**config.mk**
```make
export PLATFORM = sky130hd
export DESIGN_NAME = noc_packet_sink
export DESIGN_NICKNAME = d
export VERILOG_FILES = /design/src/rtl/noc_packet_sink_pkg.sv /design/src/rtl/noc_lfsr8.sv /design/src/rtl/noc_packet_sink.sv
export SDC_FILE = /design/constraint.sdc
export NUM_CORES = 1
export LEC_CHECK = 0
export CORE_MARGIN = 2
export CORE_UTILIZATION = 45
export CTS_BUF_LIST = sky130_fd_sc_hd__clkbuf_4
export DETAILED_ROUTE_END_ITERATION = 16
export DONT_BUFFER_PORTS = 1
export HOLD_SLACK_MARGIN = 0.06
export PLACE_DENSITY = 0.72
export SETUP_SLACK_MARGIN = 0.3
export SLEW_MARGIN = 5
export SYNTH_ARGS = -nofsm -noshare
export SYNTH_HDL_FRONTEND = slang
export SYNTH_HIERARCHICAL = 1
export SYNTH_SLANG_ARGS = --single-unit
```
**constraint.sdc**
```tcl
create_clock -name noc_clk -period 2.15 [get_ports noc_clk]
set_clock_uncertainty 0.05 [all_clocks]
set_input_delay 0.43 -clock noc_clk [delete_from_list [all_inputs] [get_ports noc_clk]]
set_output_delay 0.43 -clock noc_clk [all_outputs]
set_load 0.1 [all_outputs]
```
**src/rtl/noc_packet_sink_pkg.sv**
```systemverilog
// Shared definitions for the NoC packet sink. These cover the flit field
// layout, the marker values, the error codes, the FSM state type and a
// saturating counter helper.
//
// Flit layout (32 bits):
//   [31:30] H marker
//   [29:22] source ID {x[3:0], y[3:0]}
//   [21:14] destination ID {x[3:0], y[3:0]}
//   [13:12] E marker
//   [11:0]  unused by the sink
package noc_packet_sink_pkg;

  localparam int NOC_DATA_WIDTH   = 32;
  localparam int NOC_ID_X_WIDTH   = 4;
  localparam int NOC_ID_Y_WIDTH   = 4;
  localparam int NOC_ID_WIDTH     = NOC_ID_X_WIDTH + NOC_ID_Y_WIDTH;
  localparam int NOC_POINT_H      = 30;
  localparam int NOC_SOURCE_POINT = 22;
  localparam int NOC_DEST_POINT   = NOC_SOURCE_POINT - NOC_ID_WIDTH;
  localparam int AXI_LEN_POINT    = 14;
  localparam int NOC_POINT_E      = 12;
  localparam int NOC_MARK_W       = 2;

  localparam logic [NOC_MARK_W-1:0] NOC_HEAD_H = 2'b10;
  localparam logic [NOC_MARK_W-1:0] NOC_HEAD_E = 2'b01;
  localparam logic [NOC_MARK_W-1:0] NOC_TAIL_H = 2'b01;
  localparam logic [NOC_MARK_W-1:0] NOC_TAIL_E = 2'b10;

  typedef enum logic [2:0] {
    ERR_NONE  = 3'd0,
    ERR_NOHDR = 3'd1,
    ERR_DEST  = 3'd2,
    ERR_HMARK = 3'd3,
    ERR_DATA  = 3'd4,
    ERR_OVF   = 3'd5,
    ERR_TAIL  = 3'd6,
    ERR_TRUNC = 3'd7
  } err_code_e;

  typedef enum logic {ST_IDLE, ST_PAYLOAD} state_e;

  function automatic logic [15:0] sat_inc16(input logic [15:0] v);
    return (v == 16'hFFFF) ? v : v + 16'd1;
  endfunction

  // A packet keeps the first error it sees. Later errors are dropped.
  function automatic err_code_e first_err(input err_code_e cur, input err_code_e nw);
    return (cur != ERR_NONE) ? cur : nw;
  endfunction

endpackage

```
**src/rtl/noc_lfsr8.sv**
```systemverilog
// 8-bit Fibonacci LFSR using polynomial x^8+x^6+x^5+x^4+1. It steps on each
// clock edge while en_i is high, and loads SEED on reset.
//   clk_i   clock
//   rst_ni  async reset, active low
//   en_i    step enable
//   state_o current LFSR state
module noc_lfsr8 #(
  parameter logic [7:0] SEED = 8'hA5
) (
  input  logic       clk_i,
  input  logic       rst_ni,
  input  logic       en_i,
  output logic [7:0] state_o
);

  logic [7:0] state_q;
  logic       fb;

  assign fb = state_q[7] ^ state_q[5] ^ state_q[4] ^ state_q[3];

  always_ff @(posedge clk_i or negedge rst_ni) begin
    if (!rst_ni)   state_q <= SEED;
    else if (en_i) state_q <= {state_q[6:0], fb};
  end

  assign state_o = state_q;

endmodule

```
**src/rtl/noc_packet_sink.sv**
```systemverilog
// NoC local-port packet sink and checker. It accepts header/data/tail flits
// under valid/ready, with optional pseudo-random backpressure. It checks
// markers, destination, payload, length and source consistency. It emits one
// status record per packet, plus saturating packet and error counters.
//   noc_clk / noc_rst_n     clock, async active-low reset
//   receive_*               flit input channel (receive_ready is registered)
//   bp_enable               1: LFSR-driven ready, 0: ready held high
//   pkt_done                1-cycle pulse; pkt_src_x/y, pkt_len, pkt_err and
//                           err_code are valid then and hold until the next close
//   pkt_count / err_count   completed packets / errored packets + stray flits
module noc_packet_sink
  import noc_packet_sink_pkg::*;
#(
  parameter logic [NOC_ID_X_WIDTH-1:0] X_ID           = '0,
  parameter logic [NOC_ID_Y_WIDTH-1:0] Y_ID           = '0,
  parameter int                        MAX_DATA_FLITS = 16,
  parameter logic [NOC_DATA_WIDTH-1:0] EXP_DATA       = '1,
  parameter bit                        CHECK_DATA     = 1'b1,
  parameter logic [7:0]                BP_SEED        = 8'hA5
) (
  input  logic                      noc_clk,
  input  logic                      noc_rst_n,
  input  logic                      receive_valid,
  output logic                      receive_ready,
  input  logic [NOC_DATA_WIDTH-1:0] receive_flit,
  input  logic                      receive_is_header,
  input  logic                      receive_is_tail,
  input  logic                      bp_enable,
  output logic                      pkt_done,
  output logic [NOC_ID_X_WIDTH-1:0] pkt_src_x,
  output logic [NOC_ID_Y_WIDTH-1:0] pkt_src_y,
  output logic [7:0]                pkt_len,
  output logic                      pkt_err,
  output logic [2:0]                err_code,
  output logic [15:0]               pkt_count,
  output logic [15:0]               err_count
);

  localparam logic [NOC_ID_WIDTH-1:0] OWN_ID = {X_ID, Y_ID};

  // Backpressure source
  logic [7:0] lfsr_state;
  logic [6:0] lfsr_unused;

  noc_lfsr8 #(.SEED(BP_SEED)) u_lfsr (
    .clk_i   (noc_clk),
    .rst_ni  (noc_rst_n),
    .en_i    (bp_enable),
    .state_o (lfsr_state)
  );

  assign lfsr_unused = lfsr_state[7:1];

  // Flit fields
  logic [NOC_MARK_W-1:0]   f_hmark, f_emark;
  logic [NOC_ID_WIDTH-1:0] f_src, f_dest;

  assign f_hmark = receive_flit[NOC_DATA_WIDTH-1:NOC_POINT_H];
  assign f_emark = receive_flit[AXI_LEN_POINT-1:NOC_POINT_E];
  assign f_src   = receive_flit[NOC_POINT_H-1:NOC_SOURCE_POINT];
  assign f_dest  = receive_flit[NOC_SOURCE_POINT-1:NOC_DEST_POINT];

  // State
  state_e                  state_q, state_d;
  logic [NOC_ID_WIDTH-1:0] src_q, src_d;
  logic [7:0]              len_q, len_d;
  err_code_e               code_q, code_d;
  logic                    ready_q;
  logic                    done_q, perr_q;
  logic [NOC_ID_WIDTH-1:0] osrc_q;
  logic [7:0]              olen_q;
  err_code_e               ocode_q;
  logic [15:0]             pcnt_q, ecnt_q;

  // Checker results
  logic       accept;
  err_code_e  hdr_code, data_code;
  logic       tail_mark_bad;
  logic [7:0] len_inc;

  assign accept        = receive_valid & ready_q;
  assign hdr_code      = (f_hmark != NOC_HEAD_H || f_emark != NOC_HEAD_E) ? ERR_HMARK :
                         (f_dest != OWN_ID)                              ? ERR_DEST  : ERR_NONE;
  assign tail_mark_bad = (f_hmark != NOC_TAIL_H) || (f_emark != NOC_TAIL_E);
  assign len_inc       = (len_q == 8'hFF) ? len_q : len_q + 8'd1;
  assign data_code     = (int'(len_inc) > MAX_DATA_FLITS)              ? ERR_OVF  :
                         (CHECK_DATA && receive_flit != EXP_DATA)      ? ERR_DATA : ERR_NONE;

  // Next-state and close decision
  logic                    close, stray;
  logic [NOC_ID_WIDTH-1:0] close_src;
  logic [7:0]              close_len;
  err_code_e               close_code;

  always_comb begin
    state_d    = state_q;
    src_d      = src_q;
    len_d      = len_q;
    code_d     = code_q;
    close      = 1'b0;
    stray      = 1'b0;
    close_src  = src_q;
    close_len  = len_q;
    close_code = code_q;
    if (accept) begin
      unique case (state_q)
        ST_IDLE: begin
          if (receive_is_header) begin
            src_d  = f_src;
            len_d  = '0;
            code_d = hdr_code;
            if (receive_is_tail) begin
              // Single-flit packet: the source check against itself is trivially met
              close      = 1'b1;
              close_src  = f_src;
              close_len  = '0;
              close_code = first_err(hdr_code, tail_mark_bad ? ERR_TAIL : ERR_NONE);
            end else begin
              state_d = ST_PAYLOAD;
            end
          end else begin
            stray = 1'b1;
          end
        end
        ST_PAYLOAD: begin
          if (receive_is_header) begin
            // Truncation: close the open packet. The same flit opens the next
            // packet. A tail flag on this flit is ignored.
            close      = 1'b1;
            close_code = first_err(code_q, ERR_TRUNC);
            src_d      = f_src;
            len_d      = '0;
            code_d     = hdr_code;
          end else if (receive_is_tail) begin
            close      = 1'b1;
            close_code = first_err(code_q,
                           (tail_mark_bad || f_src != src_q) ? ERR_TAIL : ERR_NONE);
            state_d    = ST_IDLE;
          end else begin
            len_d  = len_inc;
            code_d = first_err(code_q, data_code);
          end
        end
        default: state_d = ST_IDLE;
      endcase
    end
  end

  always_ff @(posedge noc_clk or negedge noc_rst_n) begin
    if (!noc_rst_n) begin
      state_q <= ST_IDLE;
      src_q   <= '0;
      len_q   <= '0;
      code_q  <= ERR_NONE;
      ready_q <= 1'b1;
      done_q  <= 1'b0;
      perr_q  <= 1'b0;
      osrc_q  <= '0;
      olen_q  <= '0;
      ocode_q <= ERR_NONE;
      pcnt_q  <= '0;
      ecnt_q  <= '0;
    end else begin
      state_q <= state_d;
      src_q   <= src_d;
      len_q   <= len_d;
      code_q  <= code_d;
      ready_q <= bp_enable ? lfsr_state[0] : 1'b1;
      done_q  <= close;
      if (close) begin
        osrc_q  <= close_src;
        olen_q  <= close_len;
        ocode_q <= close_code;
        perr_q  <= (close_code != ERR_NONE);
        pcnt_q  <= sat_inc16(pcnt_q);
        if (close_code != ERR_NONE) ecnt_q <= sat_inc16(ecnt_q);
      end else if (stray) begin
        ecnt_q <= sat_inc16(ecnt_q);
      end
    end
  end

  assign receive_ready = ready_q;
  assign pkt_done      = done_q;
  assign pkt_src_x     = osrc_q[NOC_ID_WIDTH-1:NOC_ID_Y_WIDTH];
  assign pkt_src_y     = osrc_q[NOC_ID_Y_WIDTH-1:0];
  assign pkt_len       = olen_q;
  assign pkt_err       = perr_q;
  assign err_code      = ocode_q;
  assign pkt_count     = pcnt_q;
  assign err_count     = ecnt_q;

endmodule

```
* After elaboration in Yosys (flattened, before gate mapping)
Index checks and enable logic that the tools add are counted.
** Storage, ports and cells
- Bits of input ports :: 38
- Register bits :: 82
- Word-level logic and storage cells :: 100
** Operators by class
- Muxes and demuxes :: 51
- Reductions and logical operators :: 13
- $add $sub $neg :: 3
- Equality and inequality tests :: 13
- Bitwise logic cells :: 6
- Magnitude comparators :: 1
** Operator list (count)
- $mux W8 :: 13
- $mux W16 :: 4
- $mux W3 :: 16
- $add A16 B1 Y16 const B :: 2
- $eq A16 B16 Y1 const B :: 2
- $ne A32 B32 Y1 const B :: 1
- $pmux W8 S2 :: 1
- $pmux W3 S2 :: 2
- $mux W1 :: 11
- $reduce_bool A3 Y1 :: 3
- $add A8 B1 Y8 const B :: 1
- $eq A8 B8 Y1 const B :: 1
- $gt A8 B5 Y1 const B :: 1
- $ne A8 B8 Y1 :: 1
- $reduce_bool A8 Y1 :: 1
- $ne A2 B1 Y1 const B :: 3
- $ne A2 B2 Y1 const B :: 3
- $ne A3 B3 Y1 const B :: 2
- $reduce_and A2 Y1 :: 3
- $mux W2 :: 2
- $pmux W1 S2 :: 2
- $reduce_and A4 Y1 :: 1
- $logic_or A1 B1 Y1 :: 3
- $reduce_and A3 Y1 :: 1
- other kinds (4) :: 7

* Longest topological paths before layout
Gate-level depths: netlist of the first run.
- Depth after elaboration :: 12
- Depth in mapped cells :: 9
- Mapped depth without buffers :: 8

* Modules after synthesis
Netlist of the first run, hierarchy kept.
** By module, submodules not included
- noc_packet_sink :: area an instance 3736.1 sq um, seq. area each 1853.0 sq um, instances 1, cells an instance 387
- noc_lfsr8 :: area an instance 324.1 sq um, seq. area each 205.2 sq um, instances 1, cells an instance 21

* Worst setup path before layout of the first run
No wires, ideal clock.
- Kind :: register -> register
- Start :: register pcnt_q[3] (netlist: pkt_count[3])
- End :: register pcnt_q[12] (netlist: pkt_count[12])
- Slack :: -0.439 ns
- Data arrival time :: 2.380 ns
- Data required time :: 1.941 ns
- Path buffers :: 0
- Clock period less this slack :: 2.589 ns
- Stages on the path, launching flop included :: 8
- Cells stage by stage :: dfrtp_1 > and4_1 > nand3_1 > nor2_1 > nand4_1 > o211a_1 > nand4_1 > xnor2_1
** Between the ends
- Cells in the longest elaborated chain, start to end :: 3
- Elaborated cells between the ends (all ways) :: 4
- Classes of those cells :: add/sub (1); eq/ne (1); bitwise (1); reduce/logical (1)
** RTL lines
- start: declaration :: RTL line noc_packet_sink.sv:73 : logic [15:0] pcnt_q, ecnt_q;
- start signal: assignment :: RTL line noc_packet_sink.sv:175 : pcnt_q <= sat_inc16(pcnt_q);
- branches (longest 3 deep; another with $add A16 B1 Y16)
Parallel ways; which one is timed is not known.
A chain may end at the register's enable or synchronous reset.

* Worst setup path after layout of the first run
- Start :: register ready_q (netlist: receive_ready)
- End :: register ecnt_q[4] (netlist: err_count[4])
** Between the ends
- Cells in the longest elaborated chain, start to end :: 5
- Elaborated cells between the ends (all ways) :: 9
- Classes of those cells :: eq/ne (1); mux (4); bitwise (1); reduce/logical (3)
** RTL lines
- start: declaration :: RTL line noc_packet_sink.sv:68 : logic ready_q;
- start signal: assignment :: RTL line noc_packet_sink.sv:168 : ready_q <= bp_enable ? lfsr_state[0] : 1'b1;
- $and A1 B1 Y1 * :: RTL line noc_packet_sink.sv:81 : assign accept = receive_valid & ready_q;
- $mux W3 :: RTL line noc_packet_sink.sv:105 : if (accept) begin
- $reduce_bool A3 Y1 :: RTL line noc_packet_sink.sv:176 : if (close_code != ERR_NONE) ecnt_q <= sat_inc16(ecnt_q);
- $ne A2 B1 Y1 (no line)
- $reduce_and A2 Y1 (no line)
- end signal: assignment :: RTL line noc_packet_sink.sv:176
- end signal: assignment :: RTL line noc_packet_sink.sv:178 : ecnt_q <= sat_inc16(ecnt_q);
- end: declaration :: RTL line noc_packet_sink.sv:73
Every way passes the cells marked *; elsewhere a longest branch is shown, timed or not.

==> metrics.md, run 1 <==
| Metric | Value |
|---|---|
| Fin nets | `541` |
| Sw power | `0.00326 W` |
| Met3 GRT Util | `0.0596` |
| Vias in the first global route | `3,341` |
| Post-synthesis sequential area ratio | `0.507` |
| Worst setup margin | `-0.0474 ns` |
| Die W | `99.0 microns` |
| Hold Path Class | `input pin to asynchronous set/reset pin` |
| Worst VDD drop | `1250 uV` |
| Max Freq | `0.455 GHz` |
| Rows | `34` |
| WL per Instance | `16.2 microns` |
| Fin crit share | `1.02` |
| Core area | `8720 sq um` |
| Routed WL | `9.91 mm` |
| Die height | `99.0 microns` |
| Fillers | `704` |
| Initial DRT Pass Iterations | `5` |
| Leakage power | `2.35 nW` |
| H-tree depth | `3` |
| Critical path data required time | `2.41 ns` |
| Die area | `9800 sq um` |
| Layout cell share with drive strength beyond 1 | `0.396` |
| Simple-gate share of the synthesized area | `0.218` |
| Max-slew violations | `0` |
| Post-synth EDFFs | `0` |
| Largest net degree at the start of global routing | `83` |
| Critical path cell sequence | `and2_4 -> nand2_4 -> mux2i_2 -> or2_1 -> o31ai_4 -> buf_6 -> nor2_2 -> xor2_1` |
| Initial antenna violation count | `0` |
| Hold Fails Final Rpt | `82` |
| Flops & latches, synth | `82` |
| Drt drc | `0` |
| Proportion of synthesized area in mux cells | `0.0524` |
| P_int | `0.00324 W` |
| Mean Syn Cell Area | `9.95 sq um` |
| CTS sink count | `82` |
| Placed cell areas | `4740 sq um` |
| Aggregate global routing overflow | `0` |
| Worst-margin pin slew | `0.374 ns` |
| CP max FO | `6` |
| Crit Path Category | `register to register` |
| CP startpoint kind | `register` |
| RD Place Congestion | `0.872` |
| CP max stage cell | `dfstp_4` |
| Yosys warns | `6` |
| Maximum clock path buffer count | `2` |
| CP endpoint kind | `register` |
| Worst Path Arrival | `2.46 ns` |
| Cts bufs inserted | `9` |
| Post-route cell area | `5360 sq um` |
| Synth cell types | `52` |
| Clock-pin slew on the worst setup and hold paths | `0.15 ns` |
| Tmin final | `2.20 ns` |
| Met2 usage | `0.331` |
| Place WS | `-0.0622 ns` |
| Rel. slew slack | `0.748` |
| Hold Slack | `-0.389 ns` |
| Synth Area in Compound Gates | `0.0937` |
| Post-Synth XOR/XNOR Area | `0.0906` |
| PortBufs | `0` |
| Global routing's busiest layer | `met2` |
| CTS tree | `built` |
| Root Buffer | `clkbuf_4` |
| Vias per cell | `5.59` |
| Largest family of logic cells by synthesized area | `simple AND/OR/NAND/NOR gates` |
| Max incr delay on CP | `0.64 ns` |
| Global-route wire length before repair | `15.6 mm` |
| Cells after Synth | `408` |
| Mapped Area | `4060 sq um` |
| Post-synth top flop | `dfrtp_1` |
| Vias | `3,426` |
| RSZ-0062 raised after global routing | `true` |
| Initial DRC count | `217` |
| Syn nets | `449` |
| PD cells | `1210 nW/um^2` |
| Switching part of the total power | `0.502` |
| Final setup violation count | `13` |
| GR Util met1 | `0.244` |
| Post-synthesis adder-cell area fraction | `0.0117` |
| Count of max-cap constraint violations | `0` |
| IO Count | `92` |
| Async set-reset flop share out of synthesis | `1.00` |
| Ant. Diodes | `0` |
| Clock power frac | `0.138` |
| Reg power frac | `0.342` |
| Clock Latency Late Sink | `0.43 ns` |
| Beginning of the worst register-to-register path | `receive_ready` |
| Crit path launch | `receive_ready` |
| GR Util All Layers | `0.197` |
| DP Wirelength | `6.70 mm` |
| Comb pwr share | `0.521` |
| P&R area growth vs syn | `31.9%` |
| Failing checks | `negative hold slack, negative setup slack` |
| Initial Util | `0.466` |
| Remaining antenna violation count after routing | `0` |
| Status | `finished with violations` |
[state kept, by name (all words and copies together) (netlist names), 3 cells and up]
register        flops
pkt_count          16
src_q               8
err_code            3
u_lfsr/state_o      8
osrc_q              8
len_q               8
err_count          16
pkt_len             8
code_q              3
[per-layer routing]
layer / wire length [microns] / vias up
met1: 4100 / 1661
li1: - / 1630
met2: 4860 / 115
met3: 742 / 20
met4: 197 / 0
met5: 0 / -
[synthesized netlist by cell type, types with 2 or more instances]
cell,n,area [sq um]
nand2b_1,3,18.8
a211o_1,2,17.5
a311oi_1,2,17.5
and3_1,8,50.1
and2_1,2,12.5
a31oi_1,9,56.3
nand4_1,17,106
o31a_1,2,17.5
nand2_1,60,225
xnor2_1,24,210
inv_1,10,37.5
mux2_2,18,203
o21ai_0,13,65.1
xor2_1,18,158
nor3b_1,2,15.0
nand3_1,36,180
a21oi_1,18,90.1
buf_2,4,20.0
ha_1,3,37.5
dfstp_2,5,131
dfrtp_1,77,1930
nor4_1,4,25.0
clkbuf_1,9,33.8
nor2_1,28,105
nor3_1,7,35.0
[cells by family (layout without fill, tap and decap cells)]
kind of cell / Yosys count / count (layout)
XOR/XNOR: 42 / 42
AO/OA/AOI/OAI: 57 / 57
flip-flops: 82 / 82
AND/OR/NAND/NOR: 179 / 179
multiplexers: 19 / 19
buffers and inverters: 25 / 122
adder cells (fa/ha/maj): 4 / 4
[cells in the final DEF (no fill, tap or decap), drive strengths merged, types with 5 or more instances in the layout]
cell and count:
xnor2 24, dfrtp 77, nand2 61, clkbuf 9
a21oi 19, and3 8, nand3 36, o21ai 13
inv 11, mux2 18, a31oi 9, dfstp 5
nor3 8, nor2 29, buf 86, dlygate4sd3 10
nor4 5, nand4 17, xor2 18
[critical path: cells and delay by family, from the launching register on]
kind	cells	cell delay (ns)
AOI/OAI and AO/OA	1	0.37
DFF	1	0.64
buffers and inverters	1	0.21
and+or+nand+nor	4	0.53
muxes	1	0.15
xor gates and xnor gates	1	0.13
[power by group through the flow]
stage                     combinational (W)  sequential (W)  clock, W
final                               0.00338         0.00222  0.000894
after global routing                0.00354         0.00227  0.000973
after detailed placement            0.00314         0.00224         0
after CTS                           0.00325         0.00222  0.000909
after global placement              0.00309         0.00222         0
after floorplan                    0.000791         0.00395         0
[repair_timing]
| action | in CTS | in global routing |
|---|---|---|
| gates resized for setup | 28 | 34 |
| hold buffers | 6 | 4 |
| pin swaps | 13 | 15 |
| cloned | 1 | 0 |
| setup endpoints to repair | 43 | 44 |
| hold endpoints to repair | 89 | 86 |
| setup buffers | 8 | 8 |
[worst paths after layout]
check	to	slack, ns	cells past startpoint
worst max-delay path	err_count[4]	-0.05	8
worst min-delay path	pkt_done	-0.39	0
worst max register to register	err_count[4]	-0.05	8
worst min register to register	pkt_len[3]	0.44	2
max in group asynchronous	u_lfsr/state_o[7]	2.19	0
min in group noc_clk	state_q	0.09	2
[stage by stage]
| stage | hold slack (ns) | cells | TNS, ns | utilization | total power, W |
|---|---|---|---|---|---|
| after floorplan | 0.0844 | 408 | -3.24 | - | 0.00474 |
| after global placement | 0.0871 | 570 | 0 | 0.543 | 0.00531 |
| after detailed placement | 0.0871 | 570 | -0.292 | 0.543 | 0.00538 |
| after CTS | -0.408 | 601 | 0 | 0.584 | 0.00637 |
| after global routing | -0.430 | 613 | -2.02 | 0.614 | 0.00678 |
| final | -0.389 | 613 | -0.407 | 0.614 | 0.00650 |
[layout make-up]
class | instances | area (sq um) | share of cell area
Clock buffer | 9 | 67.6 | 0.0126
Clock inverter | 7 | 68.8 | 0.0128
Inverter | 10 | 37.5 | 0.00701
Multi-Input combinational cell | 301 | 2160 | 0.404
Sequential cell | 82 | 2110 | 0.394
Tap cell | 108 | 135 | 0.0252
Timing Repair Buffer | 96 | 776 | 0.145
No activity file was read; power rests on OpenSTA's default activity.
==> run 2: changes to the inputs <==
--- a/config.mk
+++ b/config.mk
@@ -5,6 +5,7 @@
 export SDC_FILE = /design/constraint.sdc
 export NUM_CORES = 1
 export LEC_CHECK = 0
+export ABC_AREA = 1
 export CORE_MARGIN = 2
 export CORE_UTILIZATION = 45
 export CTS_BUF_LIST = sky130_fd_sc_hd__clkbuf_4
==> run 2 against run 1 <==
Against the previous run: sequential share of layout area fell by 3.3 points; clock power rose by 1%; wire length grew 16%; die area grew 8.0%; via count is 19% higher; sequential cell count is the same; critical endpoint is now err_count[0]; the run ends with negative hold slack left; total power increased by 1.6%; register-to-register slack improved by 0.19 ns; largest cell class unchanged; fmax is 9.6% higher.
==> metrics.md, run 2 <==
| Metric | Value |
|---|---|
| Post-synthesis sequential area ratio | `0.468 (-0.0389)` |
| CTS sink count | `82 (unchanged)` |
| Worst R2R Setup Slack | `0.15 ns (+0.19 ns)` |
| Worst-margin pin slew | `0.504 ns (+0.130 ns)` |
| Worst VDD drop | `905 uV (-28%)` |
| Most common cell in the netlist | `nand2_1` |
| P&R area growth vs syn | `32.5%` |
| Reg2reg path depth | `12 (+4)` |
| CP max FO | `5 (-1)` |
| Die height | `103 microns (+3.9%)` |
| CP endpoint kind | `register` |
| Max-slew violations | `0 (unchanged)` |
| Yosys warns | `6 (unchanged)` |
| Flops & latches, synth | `82 (unchanged)` |
| Initial DRC count | `168 (-23%)` |
| Top cells by area, synth | `dfrtp_1, nand2_1, o21ai_0, inv_1, xor2_1` |
| Worst reg2reg endpoint | `err_count[0]` |
| Post-synth top flop | `dfrtp_1` |
| Hold Slack | `-0.397 ns (-0.00765 ns)` |
| CTS tree | `built` |
| GR Util All Layers | `0.213 (+0.0161)` |
| Maximum clock path buffer count | `2 (unchanged)` |
| Leakage power | `2.77 nW (+18%)` |
| Mapped Area | `4400 sq um (+8.3%)` |
| Worst setup margin | `0.145 ns (+0.193 ns)` |
| Place WS | `0.0253 ns (+0.0876 ns)` |
| Ant. Diodes | `0 (unchanged)` |
| Global-route wire length before repair | `17.7 mm (+13%)` |
| Area taken by multi-input logic gates | `2370 sq um (+9.8%)` |
| # hold bufs at CTS | `7 (+1)` |
| Most frequent cells in the layout | `nand2_1, buf_4, inv_1, dfrtp_1, o21ai_0` |
| Syn nets | `590 (+31%)` |
| Crit Path Category | `register to register` |
| Aggregate global routing overflow | `0 (unchanged)` |
| Hold Fails Final Rpt | `82 (unchanged)` |
| Async set-reset flop share out of synthesis | `1.00 (unchanged)` |
| Comb pwr share | `0.527 (+0.006)` |
| H-tree depth | `3 (unchanged)` |
| IO Count | `92 (unchanged)` |
| Root Buffer | `clkbuf_4` |
| WL per Instance | `14.7 microns (-9.3%)` |
| Cells after Synth | `549 (+35%)` |
| P_int | `0.00315 W (-2.6%)` |
| Clock-pin slew on the worst setup and hold paths | `0.15 ns (about the same)` |
| Sw power | `0.00345 W (+5.9%)` |
| Failing checks | `negative hold slack` |
| Reg power frac | `0.336 (-0.006)` |
| Synth top cells by count | `nand2_1, dfrtp_1, inv_1` |
| RSZ-0062 raised after global routing | `true` |
| Tmin final | `2.00 ns (-0.193 ns)` |
| Fin nets | `689 (+27%)` |
| Fillers | `858 (+22%)` |
| PD cells | `1130 nW/um^2 (-6.6%)` |
| Final setup violation count | `0 (-13)` |
| Rows | `36 (+5.9%)` |
| Mean Syn Cell Area | `8.01 sq um (-19%)` |
| Placed cell areas | `5040 sq um (+6.5%)` |
| Synth cell types | `38 (-27%)` |
| Leading cell type in the layout, fill and taps excluded | `nand2_1` |
| Layout Utilization | `0.605 (-0.00958)` |
| Rel. slew slack | `0.661 (-0.0872)` |
| Yosys top cell by area | `dfrtp_1` |
| DP Wirelength | `7.55 mm (+13%)` |
| Count of max-cap constraint violations | `0 (unchanged)` |
| Largest net degree at the start of global routing | `83 (unchanged)` |
| Pwr Total | `0.00660 W (+1.6%)` |
| Post-synth EDFFs | `0 (unchanged)` |
| Vias per cell | `5.17 (-7.4%)` |
| PortBufs | `0 (unchanged)` |
| Critical path data required time | `2.43 ns (+0.02 ns)` |
| Status | `finished with violations` |
| Hold Path Class | `input pin to asynchronous set/reset pin` |
| Remaining antenna violation count after routing | `0 (unchanged)` |
| Die area | `10,600 sq um (+8.0%)` |
| Initial DRT Pass Iterations | `5 (unchanged)` |
| Post-synth top area share | `0.438 (-0.0365)` |
| Vias | `4,062 (+19%)` |
| Clock Latency Late Sink | `0.45 ns (+0.02 ns)` |
| CP startpoint kind | `register` |
| Beginning of the worst register-to-register path | `receive_ready` |
| Routed WL | `11.5 mm (+16%)` |
| Initial Util | `0.456 (-0.00931)` |
| Final setup TNS | `0 ns (+0.407 ns)` |
| Drt drc | `0 (unchanged)` |
| Switching part of the total power | `0.523 (+0.0209)` |
| Layout cell share with drive strength beyond 1 | `0.337 (-0.0586)` |
| RD Place Congestion | `0.929 (+6.5%)` |
| Max Freq | `0.499 GHz (+9.6%)` |
| Cts bufs inserted | `9 (unchanged)` |
| Core area | `9640 sq um (+11%)` |
| Die W | `103 microns (+3.9%)` |
| Vias in the first global route | `3,846 (+15%)` |
| Sequential cell area | `2100 sq um (-0.42%)` |
| Post-route cell area | `5830 sq um (+8.8%)` |
| Fin crit share | `0.932 (-0.0897)` |
| Worst Path Arrival | `2.28 ns (-0.18 ns)` |
| Initial antenna violation count | `0 (unchanged)` |
| Clock power frac | `0.137 (about the same)` |
run 2: cell types whose count changed in the layout (fill, tap and decap cells not counted), moves of 6 or more:
cell / delta
a21oi_1: -11
a31oi_1: -8
inv_1: +43
inv_2: +6
mux2_2: -18
nand2_1: +86
nand2_2: +19
nand3_1: -6
nand3_2: +10
nor2_1: +10
o21ai_0: +30
xnor2_1: -8
run 2: stage by stage:
step	cells	hold slack (ns)
floorplan	549	0.0844
global placement	730	0.0862
detailed placement	730	0.0862
CTS	772	-0.405
global route	785	-0.423
finish	785	-0.397
run 2: power by group through the flow:
stage          combinational [W]  clock [W]  sequential, W
6_report                 0.00348   0.000905        0.00222
5_1_grt                  0.00369   0.000986        0.00226
3_5_place_dp             0.00316          0        0.00223
3_3_place_gp             0.00311          0        0.00220
2_1_floorplan           0.000853          0        0.00389
4_1_cts                  0.00334   0.000922        0.00221
run 2: worst max-delay path, cell delays in order, from the launching register on:
cell     delay [ns]
dfstp_4        0.66
nand2_8        0.07
inv_8          0.06
nand3_4        0.07
nand2_4        0.11
nand2_8        0.08
a21oi_4        0.11
nand2_2        0.09
buf_6          0.13
nor2_4         0.20
nand2_4        0.12
nand3_1        0.09
nand2_1        0.06
run 2: worst max-delay path by stage:
stage	from	to	slack, ns	cells after the start
floorplan	err_count[0]	err_count[13]	0.02	11
global placement	receive_ready	err_count[6]	0.13	12
detailed placement	receive_ready	err_count[1]	0.03	12
CTS	receive_ready	pkt_count[13]	0.16	11
global route	receive_ready	pkt_count[13]	0.05	12
finish	receive_ready	err_count[0]	0.15	12
run 2: repair_timing:
item	CTS	global route
setup endpoints to repair	28	44
pin swaps	23	23
gates cloned	2	1
resized for setup	36	49
hold endpoints to repair	95	82
setup buffers	18	12
run 2: layout make-up:
class / count / area share
clock buffer: 10 / 0.0129
clock inverter: 5 / 0.00966
sequential: 82 / 0.360
inverter: 63 / 0.0449
timing repair buffer: 97 / 0.136
tap: 133 / 0.0286
multi-input combinational: 395 / 0.407
run 2: per-layer routing:
| layer | part of all wire | up-vias | global-route usage |
|---|---|---|---|
| met5 | 0 | - | 0 |
| met4 | 0.017 | 0 | 0.0577 |
| met3 | 0.074 | 21 | 0.0637 |
| met2 | 0.49 | 148 | 0.359 |
| met1 | 0.42 | 1909 | 0.268 |
| li1 | - | 1984 | - |
run 2: cell families (layout without fill, tap and decap cells):
group                      after synthesis  count (layout)  synth area share
DFF                                     82              82             0.468
AOI/OAI and AO/OA                       74              74            0.0979
and+or+nand+nor                        280             282             0.286
buffers and inverters                   74             175            0.0683
adders and majority gates                3               3           0.00854
xor gates and xnor gates                36              36            0.0717
